===== src/rtl/digital_modulator_if.sv =====
// Bit-stream input and I/Q sample output bundle of the serial-bit baseband mapper.
// The master drives bits in and receives mapped samples; the slave is the mapper.
interface digital_modulator_if #(
  parameter int OUT_W = 8
);
  logic                    i_en;
  logic                    i_data_vld;
  logic                    i_data;
  logic [1:0]              i_mod;
  logic                    o_out_vld;
  logic signed [OUT_W-1:0] o_i;
  logic signed [OUT_W-1:0] o_q;

  modport master (
    output i_en, i_data_vld, i_data, i_mod,
    input  o_out_vld, o_i, o_q
  );

  modport slave (
    input  i_en, i_data_vld, i_data, i_mod,
    output o_out_vld, o_i, o_q
  );
endinterface


===== src/rtl/digital_modulator.sv =====
// Serial-bit baseband mapper: gathers 1/2/4/6 bits MSB-first, maps them to a
// Gray-coded BPSK/QPSK/16QAM/64QAM point and emits one signed I/Q sample with a strobe.
module digital_modulator #(
  parameter int OUT_W = 8
) (
  input logic                 i_clk,
  input logic                 i_rst_n,
  digital_modulator_if.slave  bus
);

  localparam logic [1:0] MOD_BPSK  = 2'b00;
  localparam logic [1:0] MOD_QPSK  = 2'b01;
  localparam logic [1:0] MOD_QAM16 = 2'b10;
  localparam logic [1:0] MOD_QAM64 = 2'b11;

  if (OUT_W < 4) begin : g_bad_width
    $error("digital_modulator: OUT_W must be at least 4 to hold +/-7");
  end

  function automatic logic [2:0] bits_per_sym(input logic [1:0] mode);
    case (mode)
      MOD_BPSK:  return 3'd1;
      MOD_QPSK:  return 3'd2;
      MOD_QAM16: return 3'd4;
      default:   return 3'd6;
    endcase
  endfunction

  function automatic logic signed [OUT_W-1:0] sext(input logic signed [3:0] v);
    return OUT_W'(v);
  endfunction

  // A set bit selects the negative level.
  function automatic logic signed [3:0] lvl1(input logic b);
    return b ? -4'sd1 : 4'sd1;
  endfunction

  function automatic logic signed [3:0] lvl2(input logic [1:0] g);
    case (g)
      2'b00:   return -4'sd3;
      2'b01:   return -4'sd1;
      2'b11:   return 4'sd1;
      default: return 4'sd3;
    endcase
  endfunction

  function automatic logic signed [3:0] lvl3(input logic [2:0] g);
    case (g)
      3'b000:  return -4'sd7;
      3'b001:  return -4'sd5;
      3'b011:  return -4'sd3;
      3'b010:  return -4'sd1;
      3'b110:  return 4'sd1;
      3'b111:  return 4'sd3;
      3'b101:  return 4'sd5;
      default: return 4'sd7;
    endcase
  endfunction

  // The first received bit sits at position K-1 of the collected word.
  function automatic logic signed [OUT_W-1:0] map_i(input logic [1:0] mode,
                                                    input logic [5:0] sh);
    case (mode)
      MOD_BPSK:  return sext(lvl1(sh[0]));
      MOD_QPSK:  return sext(lvl1(sh[1]));
      MOD_QAM16: return sext(lvl2(sh[3:2]));
      default:   return sext(lvl3(sh[5:3]));
    endcase
  endfunction

  function automatic logic signed [OUT_W-1:0] map_q(input logic [1:0] mode,
                                                    input logic [5:0] sh);
    case (mode)
      MOD_BPSK:  return '0;
      MOD_QPSK:  return sext(lvl1(sh[0]));
      MOD_QAM16: return sext(lvl2(sh[1:0]));
      default:   return sext(lvl3(sh[2:0]));
    endcase
  endfunction

  logic [2:0]              cnt_p0;
  logic [5:0]              sh_p0;
  logic [1:0]              mode_p0;
  logic                    vld_p1;
  logic signed [OUT_W-1:0] i_p1;
  logic signed [OUT_W-1:0] q_p1;

  logic                    first_bit;
  logic [1:0]              mode_cur;
  logic [5:0]              sh_nxt;
  logic                    last_bit;

  // Stage p0: bit collection; the mode is taken live on a symbol's first bit.
  always_comb begin
    first_bit = (cnt_p0 == 3'd0);
    mode_cur  = first_bit ? bus.i_mod : mode_p0;
    sh_nxt    = first_bit ? {5'b0, bus.i_data} : {sh_p0[4:0], bus.i_data};
    last_bit  = ((cnt_p0 + 3'd1) == bits_per_sym(mode_cur));
  end

  always_ff @(posedge i_clk or negedge i_rst_n) begin
    if (!i_rst_n) begin
      cnt_p0  <= '0;
      sh_p0   <= '0;
      mode_p0 <= MOD_BPSK;
      vld_p1  <= 1'b0;
      i_p1    <= '0;
      q_p1    <= '0;
    end else begin
      vld_p1 <= 1'b0;
      if (!bus.i_en) begin
        cnt_p0 <= '0;
        sh_p0  <= '0;
      end else if (bus.i_data_vld) begin
        if (first_bit) begin
          mode_p0 <= bus.i_mod;
        end
        // Stage p1: the last bit maps straight into the output registers.
        if (last_bit) begin
          cnt_p0 <= '0;
          sh_p0  <= '0;
          vld_p1 <= 1'b1;
          i_p1   <= map_i(mode_cur, sh_nxt);
          q_p1   <= map_q(mode_cur, sh_nxt);
        end else begin
          cnt_p0 <= cnt_p0 + 3'd1;
          sh_p0  <= sh_nxt;
        end
      end
    end
  end

  assign bus.o_out_vld = vld_p1;
  assign bus.o_i       = i_p1;
  assign bus.o_q       = q_p1;

endmodule


===== src/flat_wrapper.sv =====
// flat-port wrapper written by rule: the top's interface ports become plain ports
module digital_modulator_flat 
#(
  parameter int OUT_W = 8
)
  (i_clk, i_rst_n, bus_i_en, bus_i_data_vld, bus_i_data, bus_i_mod, bus_o_out_vld, bus_o_i, bus_o_q);
  digital_modulator_if #(.OUT_W(OUT_W)) bus_i ();
  input logic i_clk;
  input logic i_rst_n;
  input wire logic [$bits(bus_i.i_en)-1:0] bus_i_en;
  input wire logic [$bits(bus_i.i_data_vld)-1:0] bus_i_data_vld;
  input wire logic [$bits(bus_i.i_data)-1:0] bus_i_data;
  input wire logic [$bits(bus_i.i_mod)-1:0] bus_i_mod;
  output wire logic [$bits(bus_i.o_out_vld)-1:0] bus_o_out_vld;
  output wire logic [$bits(bus_i.o_i)-1:0] bus_o_i;
  output wire logic [$bits(bus_i.o_q)-1:0] bus_o_q;
  assign bus_i.i_en = bus_i_en;
  assign bus_i.i_data_vld = bus_i_data_vld;
  assign bus_i.i_data = bus_i_data;
  assign bus_i.i_mod = bus_i_mod;
  assign bus_o_out_vld = bus_i.o_out_vld;
  assign bus_o_i = bus_i.o_i;
  assign bus_o_q = bus_i.o_q;
  digital_modulator #(.OUT_W(OUT_W)) u_core (.i_clk(i_clk), .i_rst_n(i_rst_n), .bus(bus_i));
endmodule

===== config.mk =====
export PLATFORM = sky130hd
export DESIGN_NAME = digital_modulator_flat
export DESIGN_NICKNAME = d
export VERILOG_FILES = /design/src/rtl/digital_modulator_if.sv /design/src/rtl/digital_modulator.sv /design/src/flat_wrapper.sv
export SDC_FILE = /design/constraint.sdc
export NUM_CORES = 1
export LEC_CHECK = 0
export CAP_MARGIN = 20
export CORE_ASPECT_RATIO = 1.5
export CORE_MARGIN = 2
export CORE_UTILIZATION = 40
export CTS_CLUSTER_SIZE = 12
export DETAILED_ROUTE_END_ITERATION = 7
export RECOVER_POWER = 25
export REMOVE_ABC_BUFFERS = 1
export SKIP_CTS_REPAIR_TIMING = 1
export SLEW_MARGIN = 10
export SYNTH_ARGS = -nofsm -noshare
export SYNTH_HDL_FRONTEND = slang
export SYNTH_SLANG_ARGS = --single-unit

===== constraint.sdc =====
create_clock -name i_clk -period 5.2 [get_ports i_clk]
set_input_delay 1.04 -clock i_clk [delete_from_list [all_inputs] [get_ports i_clk]]
set_output_delay 1.04 -clock i_clk [all_outputs]
set_load 0.05 [all_outputs]

* Yosys cells after proc, flatten, opt, wreduce, memory -nomap -nowiden
Index checks and enable logic that the tools add are counted.
Operators by class: add/subtract/negate cells 1, multiply operators 0, div/mod/pow operators 0, order comparisons 0, equality and inequality tests 20, shifts and indexed selects 0, multiplexer cells 20, bitwise operators 0, reductions and logical operators 8
Operator list (number):
- one-hot mux 4 bit (7 select lines) | 2
- one-hot mux 8 bit (3 select lines) | 2
- one-hot mux 4 bit (3 select lines) | 2
- equality test 3 bit, second input constant | 6
- 2-to-1 mux 5 bit | 3
- equality test 3 x 2 -> 1 bit, second input constant | 4
- logical NOT 3 bit | 3
- 2-to-1 mux 3 bit | 3
- one-hot mux 3 bit (3 select lines) | 1
- 2-to-1 mux 4 bit | 2
- equality test 2 x 1 -> 1 bit, second input constant | 3
- equality test 2 bit, second input constant | 3
- equality test 3 x 1 -> 1 bit, second input constant | 2
- logical NOT 2 bit | 3
- 2-to-1 mux 6 bit | 1
- adder 3 x 1 -> 3 bit, second input constant | 1
- equality test 3 bit | 1
- 2-to-1 mux 1 bit | 3
- AND reduction 3 bit | 1
- 2-to-1 mux 2 bit | 1
- != test 2 x 1 -> 1 bit, second input constant | 1
- AND reduction 2 bit | 1
Word-level totals: register bits 27, latch bits 0, RAM bits 0, ROM bits 0, logic and storage cells 55, memories kept 0

* Longest topological paths before layout
Gate-level depths: netlist of run 1.
depth after elaboration 8, depth in mapped cells 13, mapped depth without buffers 11

* Least setup slack after synthesis of run 1
No wires, ideal clock.
kind register -> register, start point register u_core.cnt_p0[0], end point register u_core.q_p1[6], in the netlist u_core.bus.o_q[6], arrival 2.455 ns, required time 5.075 ns, slack 2.620 ns, cell stages (with the launch flop) 12, cells stage by stage dfrtp_1 inv_1 ha_1 nand2b_1 buf_4 clkbuf_1 nand2_1 ha_1 nor3_1 a21bo_2 a31o_2 mux2_4
Between the ends: word-level cells in the longest chain between the ends 6, elaborated cells on any way between the ends 23, classes of those cells 1 x add/sub; 11 x eq/ne; 6 x mux; 5 x reduce/logical
RTL lines:
- from (decl) | line digital_modulator.sv:81 | logic [2:0] cnt_p0;
- from (signal assigned) | line digital_modulator.sv:126 | cnt_p0 <= cnt_p0 + 3'd1;
- logical NOT 3 bit | line digital_modulator.sv:95 | first_bit = (cnt_p0 == 3'd0);
- 2-to-1 mux 2 bit | line digital_modulator.sv:96 | mode_cur = first_bit ? bus.i_mod : mode_p0;
- equality test 2 bit, or another cell as far along
- one-hot mux 3 bit (3 select lines) | line digital_modulator.sv:21 | case (mode)
- equality test 3 bit | line digital_modulator.sv:98 | last_bit = ((cnt_p0 + 3'd1) == bits_per_sym(mode_cur));
- AND reduction 3 bit (no source line)
- to (signal assigned) | line digital_modulator.sv:124 | q_p1 <= map_q(mode_cur, sh_nxt);
- to (decl) | line digital_modulator.sv:86 | logic signed [OUT_W-1:0] q_p1;
Several ways; a longest one is shown, not always the timed one. A chain may end at the register's enable or synchronous reset.

* Worst setup path after layout of run 1
start point input port bus_i_mod[1], end point register u_core.q_p1[6], in the netlist u_core.bus.o_q[6]
Between the ends: word-level cells in the longest chain between the ends 5, elaborated cells on any way between the ends 8, classes of those cells 3 x eq/ne; 3 x mux; 2 x reduce/logical
RTL lines:
- from (decl) | line flat_wrapper.sv:13 | input wire logic [$bits(bus_i.i_mod)-1:0] bus_i_mod;
- 2-to-1 mux 2 bit * | line digital_modulator.sv:96
- equality test 2 bit, or another cell as far along
- one-hot mux 3 bit (3 select lines) | line digital_modulator.sv:21
- equality test 3 bit | line digital_modulator.sv:98
- AND reduction 3 bit (no source line)
Mark *: on every way between the ends. The rest lies on a longest branch, timed or not.

==> results of run 1 <==
-- worst paths after layout --
check,start,endpoint,slack (ps),cells past startpoint
max,bus_i_mod[1],u_core.bus.o_q[6]$_DFFE_PN0P_,2120,6
min,u_core.bus.o_i[0]$_DFFE_PN0P_,u_core.bus.o_i[0]$_DFFE_PN0P_,470,1
max reg2reg,u_core.cnt_p0[0]$_DFFE_PN0P_,u_core.bus.o_q[6]$_DFFE_PN0P_,2170,7
min reg2reg,u_core.bus.o_i[0]$_DFFE_PN0P_,u_core.bus.o_i[0]$_DFFE_PN0P_,470,1
max in group asynchronous,i_rst_n,u_core.mode_p0[1]$_DFFE_PN0P_,3320,1
min in group asynchronous,i_rst_n,u_core.bus.o_q[6]$_DFFE_PN0P_,1340,1
-- through the flow --
stage	instances	setup slack [ps]	instance area (sq um)	utilization	hold WS, ps
CTS	219	2139	1712	0.4691	474.9
global placement	215	1940	1665	0.4564	450.9
finish	219	2124	1712	0.4691	468.5
global route	219	1967	1712	0.4691	523.4
detailed placement	215	1864	1665	0.4564	452.9
floorplan	149	2369	1381	-	558.1
-- synth_stat cells (2+ instances only) --
cell / n / area share
buf_2: 2 / 0.0067
nor4bb_1: 2 / 0.013
a21oi_1: 4 / 0.013
inv_1: 13 / 0.032
nor2_1: 6 / 0.015
clkbuf_1: 4 / 0.010
and2_1: 4 / 0.017
o21a_1: 6 / 0.030
nor4b_1: 2 / 0.012
ha_1: 6 / 0.050
nand3b_1: 2 / 0.010
dfrtp_1: 19 / 0.32
buf_4: 9 / 0.045
o32ai_1: 2 / 0.012
a211oi_1: 3 / 0.015
mux2_4: 5 / 0.050
a31oi_1: 3 / 0.012
buf_6: 2 / 0.015
xor2_1: 4 / 0.023
nand3_1: 5 / 0.017
buf_1: 2 / 0.0050
mux2i_1: 8 / 0.053
nor2b_1: 5 / 0.021
nor3_1: 5 / 0.017
nand2_1: 17 / 0.042
o22ai_1: 2 / 0.0083
o21ai_0: 9 / 0.030
nand2b_1: 3 / 0.012
-- cells by family after synthesis --
family,after synthesis,synth area share
multiplexers,14,0.1106
buffers and inverters,32,0.1140
AO/OA/AOI/OAI,40,0.1955
adder cells (fa/ha/maj),6,0.04992
AND/OR/NAND/NOR,53,0.1905
flip-flops,19,0.3161
XOR/XNOR,4,0.02329
-- layout make-up --
type                       count  area (sq um)  area share
sequential                    19         475.5      0.2778
clock inverter                 1         5.005    0.002924
tap                           43         53.80     0.03143
multi-input combinational    117         857.1      0.5007
timing repair buffer          23         230.2      0.1345
clock buffer                   3         41.29     0.02412
inverter                      13         48.80     0.02851
-- per-layer routing --
metal / vias up / part of all wire / GRT usage
li1: 592 / - / -
met4: 0 / 0.025 / 0.07750
met2: 28 / 0.53 / 0.3146
met3: 6 / 0.033 / 0.02256
met1: 556 / 0.41 / 0.2067
met5: - / 0 / 0
-- registers in the layout (all words and copies together) (netlist names) --
register and cells:
u_core.bus.o_out_vld 1, u_core.bus.o_i 4, u_core.bus.o_q 4, u_core.mode_p0 2
u_core.sh_p0 5, u_core.cnt_p0 3
-- power groups by stage --
stage / clock [uW] / combinational (uW) / sequential [uW]
global placement: 0 / 576 / 238
global route: 114 / 621 / 245
floorplan: 0 / 198 / 442
CTS: 108 / 583 / 237
detailed placement: 0 / 582 / 241
finish: 104 / 582 / 237
==> metrics.csv, run 1 <==
metric,value,unit
status,finished clean,
chip height,79.10,microns
top_reg_cell synth,dfrtp_1,
Design Power,922.3,uW
mapped cell area,1504,sq um
drt drc,0,
"Clk pin slew, worst setup/hold paths",70,ps
"most common cell after layout, fill and taps aside",clkdlybuf4s50_1,
fraction of layout cells with a size suffix above 1,0.09091,
antenna cells,0,
"Slowest-stage cell, CP",o21bai_2,
Worst Path Buf+Inv,1,
Sw Share,0.5095,
HPWL after DPL,2519,microns
DRT Pass-1 Iters,4,
GRT overflow,0,
worst-path fanout max,9,
routed len/inst,14.91,microns
Hold Crit Class,reg2reg,
Antenna Violating Nets Remaining,0,
routed vias,1182,
row count,27,
Slew headroom,0.4186,
VDD IR max,306.8,uV
clk root buf,clkbuf_8,
final slew viol count,0,
synthesized flop and latch total,19,
WP data arrival,3220,ps
Die ar.,4277,sq um
number of port buffers,23,
"Clk Latency, worst-skew pair",250,ps
Vias per Instance,5.397,
worst-margin pin slew,869.2,ps
Max-cap violations,0,
Ys Warns,0,
CTS tree,yes,
most frequent cells in the layout,"clkdlybuf4s50_1 (22), dfrtp_1 (19), nand2_1 (17)",
clk sink count,19,
Layout Nets,190,
CTS H-tree lvls,1,
CTS buffer count,3,
Post-Syn Instances,168,
LEAKAGE,0.0007678,uW
Psw,469.9,uW
GR Util All Layers,0.1785,
clock skew,1.506,ps
f_max,0.3250,GHz
global-route wire length before repair,5685,microns
Die X,54.07,microns
register area share after synthesis,0.3161,
crit path cell chain,clkdlybuf4s50_1 > nor4bb_1 > a31oi_1 > o22ai_2 > o21bai_2 > mux2_4,
combinational power share,0.631,
"EDFF count, synth",0,
Unique masters post-synth,42,
Avg Inst Size Synth,8.952,sq um
clk buf depth,2,
nature of the critical path endpoint,flip-flop,
IO Pins,24,
Initial DRC Count,22,
Clk pwr share,0.112,
RePlAce Congestion,0.9163,
Pwr Density,538.8,nW/um^2
CP top delay family,compound AO/OA/AOI/OAI gates,
initial antenna violation count,0,
"Req. time, crit path",5340,ps
vias in the first global route,1196,
share of flip-flops with an asynchronous set or reset,1.000,
minimum clock period,3076,ps
Final period util,0.5916,
Int Pwr,452.4,uW
initial core utilization,0.4122,
Crit path largest cell delay,560,ps
final setup fails,0,
Post-Route Setup TNS,0,ps
RSZ-0062 raised after global routing,false,
largest net degree at the start of global routing,20,
Setup CP Type,in2reg,
Area Overhead vs Synth,13.81,%
Critical Path Start Type,input pin,
fillers,368,
routed wire length,3265,microns
sequential share of power,0.257,
Final Hold Viols,0,
core area,3649,sq um
(Power assumes the default switching activity.)
==> run 2: changes to the inputs <==
==> constraint.sdc (replaced) <==
create_clock -name i_clk -period 2.8 [get_ports i_clk]
set_input_delay 0.56 -clock i_clk [delete_from_list [all_inputs] [get_ports i_clk]]
set_output_delay 0.56 -clock i_clk [all_outputs]
set_load 0.05 [all_outputs]
==> run 2 against run 1 <==
Critical path depth is 3 higher; worst hold slack barely moved; final cell count up 4.6%; critical path type is now reg2reg.
==> metrics.csv, run 2 (synthesized netlist as in run 1, its figures left out) <==
metric,value,unit
status,finished clean,
Initial DRC Count,10,
initial core utilization,0.4122,
"Slowest-stage cell, CP",dfrtp_1,
"Req. time, crit path",2940,ps
LEAKAGE,0.0008167,uW
final slew viol count,0,
GR Util All Layers,0.1720,
clk sink count,19,
CTS buffer count,3,
Design Power,1766,uW
register name with the most flops,u_core.sh_p0,
WP data arrival,2650,ps
routed wire length,3305,microns
Setup WS post-layout,293.7,ps
max FFs per register,5,
core area,3649,sq um
fillers,349,
CP endpoint,u_core.bus.o_q[6]$_DFFE_PN0P_,
final setup fails,0,
nature of the critical path endpoint,flip-flop,
HPWL after DPL,2601,microns
initial antenna violation count,0,
Reg2Reg Depth,9,
routed vias,1261,
Critical Path Start Type,flip-flop,
Worst Path Buf+Inv,3,
origin of the critical flop-to-flop path,u_core.cnt_p0[0]$_DFFE_PN0P_,
Final Hold Viols,0,
antenna cells,0,
"Clk Latency, worst-skew pair",260,ps
RSZ-0062 raised after global routing,false,
Area Overhead vs Synth,19.30,%
CTS tree,yes,
Die X,54.07,microns
Die ar.,4277,sq um
drt drc,0,
Final period util,0.8951,
chip height,79.10,microns
Setup CP Type,reg2reg,
"Cell Count, Final, Fillers Out",229,
number of port buffers,23,
worst-path fanout max,17,
most frequent cells in the layout,"clkdlybuf4s50_1 (22), dfrtp_1 (19), nand2_1 (17)",
vias in the first global route,1289,
Worst path depth,9,
minimum clock period,2506,ps
Vias per Instance,5.507,
DRT Pass-1 Iters,4,
"reg-to-reg slack, setup",290,ps
Crit path largest cell delay,430,ps
Layout Nets,200,
largest net degree at the start of global routing,20,
Cells after DPL,225,
"Clk pin slew, worst setup/hold paths",80,ps
clk root buf,clkbuf_8,
routed len/inst,14.43,microns
IO Pins,24,
row count,27,
CTS H-tree lvls,1,
crit path from,u_core.cnt_p0[0]$_DFFE_PN0P_,
Pwr Density,984.3,nW/um^2
crit path cell chain,inv_1 > ha_1 > nand2b_1 > buf_4 > a31oi_1 > o22ai_2 > o21bai_2 > buf_12 > mux2_4,
FF-to-FF End,u_core.bus.o_q[6]$_DFFE_PN0P_,
Antenna Violating Nets Remaining,0,
Hold Crit Class,reg2reg,
CP top delay family,compound AO/OA/AOI/OAI gates,
clk buf depth,2,
VDD IR max,600.7,uV
fraction of layout cells with a size suffix above 1,0.1290,
Post-Route Setup TNS,0,ps
Slew headroom,0.2832,
GRT overflow,0,
"most common cell after layout, fill and taps aside",clkdlybuf4s50_1,
clock skew,4.045,ps
Max-cap violations,0,
"worst slack, placed",237.1,ps
global-route wire length before repair,5561,microns
worst-margin pin slew,1075,ps
f_max,0.3990,GHz
RePlAce Congestion,0.9364,
[run 2: cell count changes in the layout (fill, tap and decap cells not counted), sizes merged]
cell / previous run / this run
clkbuf: 3 / 5
buf: 0 / 9
clkinv: 1 / 0
[run 2: metrics by stage]
step                instance area [sq um]    util  hold slack [ps]
floorplan                            1381       -            264.4
global placement                     1753  0.4805            450.4
detailed placement                   1753  0.4805            455.8
CTS                                  1798  0.4928            475.3
global route                         1794  0.4918            485.6
finish                               1794  0.4918            469.0
[run 2: per-layer routing]
metal / vias up / routed length, microns / GRT usage / share of wire
met1: 612 / 1337 / 0.1883 / 0.40
met2: 29 / 1793 / 0.3000 / 0.54
met3: 8 / 89 / 0.02068 / 0.027
met5: - / 0 / 0 / 0
met4: 0 / 85 / 0.1050 / 0.026
li1: 612 / - / - / -
[run 2: worst min-delay path by stage]
stage | start | endpoint | cells past startpoint
6_report | u_core.bus.o_i[0]$_DFFE_PN0P_ | u_core.bus.o_i[0]$_DFFE_PN0P_ | 1
5_1_grt | u_core.bus.o_i[0]$_DFFE_PN0P_ | u_core.bus.o_i[0]$_DFFE_PN0P_ | 1
4_1_cts | u_core.bus.o_i[0]$_DFFE_PN0P_ | u_core.bus.o_i[0]$_DFFE_PN0P_ | 1
3_5_place_dp | u_core.bus.o_i[0]$_DFFE_PN0P_ | u_core.bus.o_i[0]$_DFFE_PN0P_ | 1
3_3_place_gp | u_core.bus.o_i[0]$_DFFE_PN0P_ | u_core.bus.o_i[0]$_DFFE_PN0P_ | 1
2_1_floorplan | i_rst_n | u_core.bus.o_i[0]$_DFFE_PN0P_ | 0
[run 2: area by class of cell]
type                    count  area [sq um]  area share
flip-flops and latches     19         475.5      0.2650
repair buffers             33         314.1      0.1750
multi-input cells         117         857.1      0.4777
inverters                  13         48.80     0.02720
well taps                  43         53.80     0.02999
clock buffers               4         45.04     0.02510
[run 2: where the power goes]
part,switching [uW],total [uW],internal (uW)
Sequential,73.2,424,351
Combinational,713,1150,433
Clock,94.6,196,101
Total,881,1770,885
==> run 3: changes to the inputs <==
--- a/config.mk
+++ b/config.mk
@@ -8,9 +8,10 @@
 export CAP_MARGIN = 20
 export CORE_ASPECT_RATIO = 1.5
 export CORE_MARGIN = 2
-export CORE_UTILIZATION = 40
+export CORE_UTILIZATION = 48
 export CTS_CLUSTER_SIZE = 12
 export DETAILED_ROUTE_END_ITERATION = 7
+export PLACE_DENSITY = 0.76
 export RECOVER_POWER = 25
 export REMOVE_ABC_BUFFERS = 1
 export SKIP_CTS_REPAIR_TIMING = 1
==> run 3 against run 2 <==
Final cell count shrank 2.6%; design area down 1.4%; register-to-register slack got worse by 80 ps; sequential cell count unchanged; largest cell class unchanged.
==> metrics.csv, run 3 (synthesized netlist as in run 1, its figures left out) <==
metric,value,unit
status,finished clean,
CTS buffer count,3,
"reg-to-reg slack, setup",210,ps
CTS tree,yes,
final slew viol count,0,
GR Util All Layers,0.2109,
worst-path fanout max,11,
hold slack,479.3,ps
"Slowest-stage cell, CP",dfrtp_1,
GRT overflow,0,
crit path cell chain,inv_1 > ha_1 > nand2b_2 > nand2_1 > inv_1 > ha_1 > nor3_1 > a21bo_2 > a31o_2 > mux2_4,
crit path from,u_core.cnt_p0[0]$_DFFE_PN0P_,
Final Hold Viols,0,
"Req. time, crit path",2950,ps
Post-Route Setup TNS,0,ps
register name with the most flops,u_core.sh_p0,
drt drc,0,
Area Overhead vs Synth,17.64,%
initial core utilization,0.5111,
grt met2 use,0.4267,
Antenna Violating Nets Remaining,0,
RSZ-0062 raised after global routing,false,
f_max,0.3862,GHz
nature of the critical path endpoint,flip-flop,
antenna cells,0,
most frequent cells in the layout,"clkdlybuf4s50_1 (22), dfrtp_1 (19), nand2_1 (17)",
Design Power,1780,uW
clk buf depth,2,
origin of the critical flop-to-flop path,u_core.cnt_p0[0]$_DFFE_PN0P_,
vias in the first global route,1312,
final setup fails,0,
initial antenna violation count,0,
Layout Nets,198,
WP data arrival,2740,ps
Pwr Density,1006,nW/um^2
Slew headroom,0.4144,
routed wire length,3556,microns
Setup CP Type,reg2reg,
Critical Path Start Type,flip-flop,
row count,24,
CTS H-tree lvls,1,
Initial DRC Count,56,
IO Pins,24,
RePlAce Congestion,0.8314,
Die ar.,3606,sq um
Hold Crit Class,reg2reg,
global routing usage on met3,0.02058,
met1 GRT Util,0.2149,
Hold Crit Start,u_core.bus.o_i[0]$_DFFE_PN0P_,
max FFs per register,5,
Final period util,0.9247,
Crit path largest cell delay,420,ps
Vias per Instance,5.794,
fraction of layout cells with a size suffix above 1,0.1359,
chip height,72.56,microns
Die X,49.71,microns
clk sink count,19,
LEAKAGE,0.0008055,uW
HPWL after DPL,2663,microns
clock skew,4.422,ps
"Clk Latency, worst-skew pair",260,ps
"most common cell after layout, fill and taps aside",clkdlybuf4s50_1,
routed len/inst,15.95,microns
number of port buffers,23,
clk root buf,clkbuf_8,
global-route wire length before repair,5920,microns
core area,2943,sq um
VDD IR max,495.5,uV
worst-margin pin slew,875.6,ps
minimum clock period,2589,ps
most congested layer reported by global routing,met2,
routed vias,1292,
DRT Pass-1 Iters,4,
Max-cap violations,0,
"Clk pin slew, worst setup/hold paths",80,ps
largest net degree at the start of global routing,20,
==> run 3: cell types whose count changed in the layout (fill, tap and decap cells not counted) <==
cell	delta
buf_12	-1
clkbuf_1	-2
clkinv_2	+1
nand2b_1	-1
nand2b_2	+1
==> run 3: final timing paths <==
check,end,depth (start not counted)
hold / removal,u_core.bus.o_i[0]$_DFFE_PN0P_,1
min in group asynchronous,u_core.bus.o_q[1]$_DFFE_PN0P_,1
setup / recovery,u_core.bus.o_q[6]$_DFFE_PN0P_,10
hold reg to reg,u_core.bus.o_i[0]$_DFFE_PN0P_,1
setup reg to reg,u_core.bus.o_q[6]$_DFFE_PN0P_,10
max in group asynchronous,u_core.cnt_p0[1]$_DFFE_PN0P_,1
==> run 3: per-stage QoR <==
step                      worst slack [ps]  instances  utilization  area, sq um
after CTS                            98.67        223       0.6003         1767
after floorplan                      291.0        149            -         1381
after global routing                 50.71        223       0.6012         1769
after global placement               212.9        219       0.5846         1720
final                                210.7        223       0.6012         1769
after detailed placement             94.04        219       0.5846         1720
==> run 3: routing by layer <==
layer  vias to the layer above  routed length, microns
met4                         0                      60
met5                         -                       0
met2                        45                    1979
li1                        605                       -
met3                         8                     183
met1                       634                    1332
==> run 3: layout make-up <==
| type | instances | area [sq um] |
|---|---|---|
| Fill cell | 280 | 1174 |
| Timing Repair Buffer | 31 | 290.3 |
| Multi-Input combinational cell | 117 | 859.6 |
| Clock buffer | 3 | 41.29 |
| Sequential cell | 19 | 475.5 |
| Clock inverter | 1 | 5.005 |
| Inverter | 13 | 48.80 |
| Tap cell | 39 | 48.80 |
==> run 3: critical path, delay by kind of cell, from the launching register on <==
| kind | cells | cell delay, ps |
|---|---|---|
| buffers and inverters | 2 | 210 |
| and+or+nand+nor | 3 | 600 |
| adders and majority gates | 2 | 510 |
| DFF | 1 | 420 |
| AOI/OAI and AO/OA | 2 | 480 |
| muxes | 1 | 260 |
==> run 3: power by group <==
group          switching, uW  internal [uW]
sequential              72.4            350
combinational            725            432
clock                    100           99.1
